File: src/rtl/pipe_accum_if.sv
// Data/control bundle between the multiplier result split and pipe_accum.
// The master drives the addend and controls; the slave returns the running sum.
interface pipe_accum_if #(
  parameter int WIDTH = 24
);
  logic [WIDTH-1:0] accum_input;
  logic             accum_en;
  logic             accum_clear;
  logic [WIDTH-1:0] accum_output;
  logic             accum_valid;

  modport master (
    output accum_input,
    output accum_en,
    output accum_clear,
    input  accum_output,
    input  accum_valid
  );

  modport slave (
    input  accum_input,
    input  accum_en,
    input  accum_clear,
    output accum_output,
    output accum_valid
  );
endinterface

File: src/rtl/pipe_accum.sv
// Pipelined running accumulator: the adder is cut into STAGES slices with registered
// carries, inputs are skewed into the slices and the sum is deskewed at the output.
module pipe_accum #(
  parameter int WIDTH  = 24,
  parameter int STAGES = 4
) (
  input  logic        clock,
  input  logic        reset,
  pipe_accum_if.slave bus
);
  localparam int SW = WIDTH / STAGES;

  logic [STAGES-1:0] enPipe_q;
  logic [STAGES-2:0] clrPipe_q;
  logic [WIDTH-1:0]  outSum_q;
  logic              valid_q;
  wire  [WIDTH-1:0]  outSum_d;
  wire  [STAGES-2:0] carryOut;

  // Enable and clear travel alongside the addend slices; valid is the enable
  // that has walked the whole pipe.
  always_ff @(posedge clock or posedge reset) begin
    if (reset) begin
      enPipe_q  <= '0;
      clrPipe_q <= '0;
      outSum_q  <= '0;
      valid_q   <= 1'b0;
    end else begin
      enPipe_q     <= {enPipe_q[STAGES-2:0], bus.accum_en};
      clrPipe_q[0] <= bus.accum_clear;
      for (int i = 1; i < STAGES - 1; i++) begin
        clrPipe_q[i] <= clrPipe_q[i-1];
      end
      outSum_q <= outSum_d;
      valid_q  <= enPipe_q[STAGES-1];
    end
  end

  assign bus.accum_output = outSum_q;
  assign bus.accum_valid  = valid_q;

  for (genvar k = 0; k < STAGES; k++) begin : gSlice
    logic [SW-1:0] inK;
    logic          enK;
    logic          clrK;
    logic          cinK;
    logic [SW-1:0] base;
    logic [SW-1:0] add;
    logic [SW-1:0] sum_d;
    logic [SW-1:0] sum_q;

    if (k == 0) begin : gHead
      assign inK  = bus.accum_input[SW-1:0];
      assign enK  = bus.accum_en;
      assign clrK = bus.accum_clear;
      assign cinK = 1'b0;
    end else begin : gSkew
      logic [SW-1:0] inSkew_q [k];

      always_ff @(posedge clock or posedge reset) begin
        if (reset) begin
          for (int i = 0; i < k; i++) begin
            inSkew_q[i] <= '0;
          end
        end else begin
          inSkew_q[0] <= bus.accum_input[k*SW +: SW];
          for (int i = 1; i < k; i++) begin
            inSkew_q[i] <= inSkew_q[i-1];
          end
        end
      end

      assign inK  = inSkew_q[k-1];
      assign enK  = enPipe_q[k-1];
      assign clrK = clrPipe_q[k-1];
      assign cinK = carryOut[k-1];
    end

    // A clear drops the old slice value but keeps the incoming carry, which
    // belongs to the same transaction as the clear.
    assign base = clrK ? '0 : sum_q;
    assign add  = enK ? inK : '0;

    if (k < STAGES - 1) begin : gCarry
      logic [SW:0] total;
      logic        carry_q;

      assign total = {1'b0, base} + {1'b0, add} + {{SW{1'b0}}, cinK};
      assign sum_d = total[SW-1:0];

      always_ff @(posedge clock or posedge reset) begin
        if (reset) begin
          carry_q <= 1'b0;
        end else begin
          carry_q <= total[SW];
        end
      end

      assign carryOut[k] = carry_q;
    end else begin : gTop
      assign sum_d = base + add + {{(SW-1){1'b0}}, cinK};
    end

    always_ff @(posedge clock or posedge reset) begin
      if (reset) begin
        sum_q <= '0;
      end else begin
        sum_q <= sum_d;
      end
    end

    if (k == STAGES - 1) begin : gNoDeskew
      assign outSum_d[k*SW +: SW] = sum_q;
    end else begin : gDeskew
      logic [SW-1:0] deskew_q [STAGES-1-k];

      always_ff @(posedge clock or posedge reset) begin
        if (reset) begin
          for (int i = 0; i < STAGES - 1 - k; i++) begin
            deskew_q[i] <= '0;
          end
        end else begin
          deskew_q[0] <= sum_q;
          for (int i = 1; i < STAGES - 1 - k; i++) begin
            deskew_q[i] <= deskew_q[i-1];
          end
        end
      end

      assign outSum_d[k*SW +: SW] = deskew_q[STAGES-2-k];
    end
  end
endmodule

File: src/flat_wrapper.sv
// flat-port wrapper written by rule: the top's interface ports become plain ports
module pipe_accum_flat 
#(
  parameter int WIDTH  = 24,
  parameter int STAGES = 4
)
  (clock, reset, bus_accum_input, bus_accum_en, bus_accum_clear, bus_accum_output, bus_accum_valid);
  pipe_accum_if #(.WIDTH(WIDTH)) bus_i ();
  input  logic clock;
  input  logic reset;
  input wire logic [$bits(bus_i.accum_input)-1:0] bus_accum_input;
  input wire logic [$bits(bus_i.accum_en)-1:0] bus_accum_en;
  input wire logic [$bits(bus_i.accum_clear)-1:0] bus_accum_clear;
  output wire logic [$bits(bus_i.accum_output)-1:0] bus_accum_output;
  output wire logic [$bits(bus_i.accum_valid)-1:0] bus_accum_valid;
  assign bus_i.accum_input = bus_accum_input;
  assign bus_i.accum_en = bus_accum_en;
  assign bus_i.accum_clear = bus_accum_clear;
  assign bus_accum_output = bus_i.accum_output;
  assign bus_accum_valid = bus_i.accum_valid;
  pipe_accum #(.WIDTH(WIDTH), .STAGES(STAGES)) u_core (.clock(clock), .reset(reset), .bus(bus_i));
endmodule
File: config.mk
export PLATFORM = sky130hd
export DESIGN_NAME = pipe_accum_flat
export DESIGN_NICKNAME = d
export VERILOG_FILES = /design/src/rtl/pipe_accum_if.sv /design/src/rtl/pipe_accum.sv /design/src/flat_wrapper.sv
export SDC_FILE = /design/constraint.sdc
export NUM_CORES = 1
export LEC_CHECK = 0
export CORE_UTILIZATION = 54
export DETAILED_ROUTE_END_ITERATION = 10
export PLACE_DENSITY_LB_ADDON = 0.08
export SYNTH_ARGS = -nofsm -noshare
export SYNTH_HDL_FRONTEND = slang
export SYNTH_SLANG_ARGS = --single-unit
File: constraint.sdc
create_clock -name clock -period 5.01 [get_ports clock]
set_input_delay 0.7515 -clock clock [delete_from_list [all_inputs] [get_ports clock]]
set_output_delay 0.7515 -clock clock [all_outputs]
set_load 0.05 [all_outputs]
### After elaboration in Yosys (flattened, before gate mapping)

Cells that the tools add are included.

| word-level totals | value |
|---|---|
| register bits | 131 |
| latch bits | 0 |
| RAM bits | 0 |
| ROM bits | 0 |
| output and inout port bits | 25 |
| logic and storage cells | 38 |
| memories | 0 |

| cells by class | value |
|---|---|
| add/subtract/negate cells | 7 |
| multipliers | 0 |
| div/mod/pow operators | 0 |
| $lt $le $gt $ge | 0 |
| equal/unequal tests | 0 |
| shift operators | 0 |
| mux-type cells | 8 |
| bitwise gates (word level) | 0 |
| reductions and logical operators | 0 |

Operators by type and width:

| cell | count |
|---|---|
| $mux 6 | 8 |
| $add 6x6->7 | 3 |
| $add 7x1->7 | 2 |
| $add 6x1->6 | 1 |
| $add 6x6->6 | 1 |

### Depth between registers and ports, before layout

| depth | value |
|---|---|
| word-level depth | 3 |
| depth in mapped cells | 7 |
| mapped depth without buffers | 7 |

### Worst setup path before layout

Ideal clock, no wire load.

| timing path | value |
|---|---|
| path type | input to register |
| from | input port bus_accum_input[0] |
| to | register u_core.gSlice[0].gCarry.carry_q |
| arrival | 2000 ps |
| slack | 2888 ps |
| cell stages on the path | 7 |
| path buffers | 0 |
| path through | and2_1 > ha_1 > fa_1 > a211oi_1 > nor2_1 > o21ai_0 > nand2b_1 |

| between the ends | value |
|---|---|
| cells in the longest elaborated chain, start to end | 2 |

RTL lines:

| what | line | source |
|---|---|---|
| start, declared | flat_wrapper.sv:11 | `input wire logic [$bits(bus_i.accum_input)-1:0] bus_accum_input;` |
| $mux 6 | pipe_accum.sv:82 | `assign add = enK ? inK : '0;` |
| $add 6x6->7 | pipe_accum.sv:88 | `assign total = {1'b0, base} + {1'b0, add} + {{SW{1'b0}}, cinK};` |
| named net u_core.gSlice[0].gCarry.total[6] | pipe_accum.sv:85 | `logic [SW:0] total;` |
| end signal, assigned | pipe_accum.sv:95 | `carry_q <= total[SW];` |
| end, declared | pipe_accum.sv:86 | `logic carry_q;` |

The timed path passes the listed nets, and every way through them passes these cells.

### Worst setup path after layout

| timing path | value |
|---|---|
| from | register u_core.outSum_q[6] (netlist: u_core.bus.accum_output[6]) |
| to | output port bus_accum_output[6] |

RTL lines:

| what | line | source |
|---|---|---|
| start, declared | pipe_accum.sv:15 | `logic [WIDTH-1:0] outSum_q;` |
| start signal, assigned | pipe_accum.sv:34 | `outSum_q <= outSum_d;` |
| end, declared | flat_wrapper.sv:14 | `output wire logic [$bits(bus_i.accum_output)-1:0] bus_accum_output;` |

No word-level cell between the ends.

==> flow_metrics.env <==
export IMPL_status="finished, final reports clean"
export IMPL_fin_crit_sh_pct=48.5
export IMPL_start_util_pct=56.7
export IMPL_worst_slew_pin_slew_ns=0.819
export IMPL_netlist_cell_type_count=26
export IMPL_io_pins=53
export IMPL_path_max_fanout=1
export IMPL_grt_max_degree=71
export IMPL_hold_buffers=0
export IMPL_ant_nets=0
export IMPL_die_area_mm2=0.00865
export IMPL_crit_path_top_delay_cell="clkdlybuf4s50_1"
export IMPL_antenna_found_initial=0
export IMPL_portBuffers=52
export IMPL_cp_slowest_stage_delay_ns=0.81
export IMPL_irDropWorstVdd_mv=0.293
export IMPL_synthCells=290
export IMPL_rsz0062_at_grt="no"
export IMPL_drt_vias_per_instance=4.89
export IMPL_skew_ns=0.00697
export IMPL_rows=32
export IMPL_fin_tns_setup_ns=0
export IMPL_setup_viol=0
export IMPL_dr_pass1_iters=4
export IMPL_critPathKind="reg2out"
export IMPL_max_freq_mhz=412
export IMPL_pre_cts_slack_ns=2.26
export IMPL_post_cts_setup_buffer_count=0
export IMPL_period_needed_ns=2.43
export IMPL_initialDrtViolationCount=48
export IMPL_cts_buffers=17
export IMPL_drive_gt1_share_pct=9.04
export IMPL_cap_viol_max_count=0
export IMPL_setup_slack_ns=2.58
export IMPL_synth_seq_area_share_pct=73.3
export IMPL_synth_fp_nets=345
export IMPL_num_nets_final=418
export IMPL_hp_class="reg2reg"
export IMPL_end_kind="output pin"
export IMPL_h_tree_depth=4
export IMPL_clock_sinks=131
export IMPL_ff_latch_area_mm2=0.00328
export IMPL_first_global_vias=2502
export IMPL_multi_input_area_mm2=0.00114
export IMPL_postSynthAreaPerCell_um2=15.4
export IMPL_antenna_cells=0
export IMPL_grt_overflow_total=0
export IMPL_grt_pass1_wl_um=11300
export IMPL_gp_congestion=0.782
export IMPL_yosys_most_used_dff="dfrtp_1"
export IMPL_drc=0
export IMPL_cp_data_required_time_ns=4.26
export IMPL_yosysWarnings=0
export IMPL_hpwl_um=4190
export IMPL_synth_edf_count=0
export IMPL_total_power_mw=3.34
export IMPL_power_density_mw_per_mm2=573
export IMPL_worstPathArrival_ns=1.68
export IMPL_insertion_delay_ns=0.51
export IMPL_grt_total_usage_pct=18.1
export IMPL_synth_area_mm2=0.00447
export IMPL_syn_to_final_growth_pct=30.3
export IMPL_critPathLaunchType="flip-flop"
export IMPL_ys_async_sr_fraction_pct=100
export IMPL_die_w_um=93.0
export IMPL_root_buffer="clkbuf_8"
export IMPL_routedWlPerCell_um=14.0
export IMPL_core_area_mm2=0.00789
export IMPL_path_cells="clkdlybuf4s50_1"
export IMPL_slew_violations=0
export IMPL_cp_top_family="buffers and inverters"
export IMPL_cts_path_max_buffers=2
export IMPL_cp_num_buf_inv=1
export IMPL_cts_resized=0
export IMPL_die_h_um=93.0
export IMPL_vias=2339
export IMPL_clkTransAtPathRegs_ns=0.06
export IMPL_ys_ff_latch=131
export IMPL_cts_tree="yes"
export IMPL_routed_wl_um=6670
export IMPL_slew_headroom_pct=45.4
export IMPL_fillers=493
export IMPL_report_final_hold_viol_count=0
export IMPL_leakagePower_nw=2.73
[per-layer routing]
metal	global-route usage, %	routed length (µm)	vias to the layer above
met3	6.67	248	12
met4	8.85	108	0
met5	0	0	-
li1	-	-	1116
met1	20.4	2810	1160
met2	30.5	3510	51
[metrics by stage]
| stage | cells | cell area, µm² | hold slack (ns) | utilization, % |
|---|---|---|---|---|
| global placement | 446 | 5140 | 0.332 | 65.2 |
| global route | 478 | 5830 | 0.349 | 73.9 |
| CTS | 478 | 5830 | 0.344 | 73.9 |
| finish | 478 | 5830 | 0.341 | 73.9 |
| detailed placement | 446 | 5140 | 0.335 | 65.2 |
| floorplan | 290 | 4470 | 0.331 | - |
[cell usage after synthesis (2+ instances only)]
cell type  count  share of area (%)
nor4_1         2               0.28
o21a_1         4               0.67
nand2_1        5               0.42
nor2b_1       24                3.4
a311o_1        2               0.45
a211oi_1       4               0.67
a21o_1         4               0.67
xnor2_1        8                1.6
dfrtp_1      131                 73
and2_1        19                2.7
inv_1         13                1.1
o31a_1         4               0.78
ha_1          20                5.6
o21bai_1       2               0.34
o21ai_0       11                1.2
xor2_1         2               0.39
nor2_1         6               0.50
fa_1           7                3.1
a21oi_1        9                1.0
nand2b_1       7               0.98
[cells in the final DEF (no fill, tap or decap), types with 3 or more instances in the layout]
| cell type | Yosys | routed |
|---|---|---|
| nand2b_1 | 7 | 7 |
| xnor2_1 | 8 | 8 |
| fa_1 | 7 | 7 |
| ha_1 | 20 | 20 |
| bufinv_16 | 0 | 7 |
| a21oi_1 | 9 | 9 |
| nor2b_1 | 24 | 24 |
| dfrtp_1 | 131 | 131 |
| a21o_1 | 4 | 4 |
| o21ai_0 | 11 | 11 |
| a211oi_1 | 4 | 4 |
| clkbuf_16 | 0 | 16 |
| o21a_1 | 4 | 4 |
| and2_1 | 19 | 19 |
| nand2_1 | 5 | 5 |
| nor2_1 | 6 | 6 |
| clkbuf_8 | 0 | 4 |
| inv_1 | 13 | 12 |
| o31a_1 | 4 | 4 |
| clkdlybuf4s50_1 | 0 | 52 |
| clkbuf_1 | 0 | 3 |
[cell families after synthesis]
logic type | count (synthesis) | share of synthesized area, %
AND/OR/NAND/NOR | 66 | 8.72
flip-flops | 131 | 73.3
adder cells (fa/ha/maj) | 27 | 8.72
XOR/XNOR | 10 | 1.96
buffers and inverters | 14 | 1.17
AO/OA/AOI/OAI | 42 | 6.15
[flip-flops by register name, indices dropped and copies added, names as in the netlist]
register and cells:
u_core.gSlice.gDeskew.deskew_q 36, u_core.bus.accum_output 24, u_core.gSlice.gSkew.inSkew_q 24, u_core.gSlice.sum_q 24, u_core.gSlice.inK 12, u_core.enPipe_q 4
u_core.bus.accum_valid 1, u_core.clrPipe_q 3, u_core.gSlice.gCarry.carry_q 3
[layout make-up]
type                    instances  share of cell area, %
flip-flops and latches        131                   56.2
clock buffers                  23                   8.01
clock inverters                 9                   3.82
well taps                     102                   2.19
inverters                      14                  0.944
repair buffers                 54                   9.19
multi-input cells             145                   19.6
[path summary, 6_finish.rpt]
kind,cells after the start,slack [ns],start,endpoint
max in group asynchronous,3,3.30,reset,u_core.gSlice[3].gSkew.inSkew_q[13]$_DFF_PP0_
setup reg to reg,7,2.93,u_core.clrPipe_q[0]$_DFF_PP0_,u_core.gSlice[1].gCarry.carry_q$_DFF_PP0_
hold / removal,0,0.34,u_core.gSlice[2].gDeskew.deskew_q[5]$_DFF_PP0_,u_core.bus.accum_output[17]$_DFF_PP0_
setup / recovery,1,2.58,u_core.bus.accum_output[6]$_DFF_PP0_,bus_accum_output[6]
hold reg to reg,0,0.34,u_core.gSlice[2].gDeskew.deskew_q[5]$_DFF_PP0_,u_core.bus.accum_output[17]$_DFF_PP0_
min in group asynchronous,2,0.75,reset,u_core.gSlice[0].gDeskew.deskew_q[0]$_DFF_PP0_
[power breakdown]
part	total [mW]	internal (mW)	leakage, nW	switching [mW]
Sequential	1.35	1.27	1.58	0.0720
Clock	1.41	0.998	0.332	0.412
Combinational	0.584	0.219	0.811	0.364
Power figures use the tool's default switching activity.
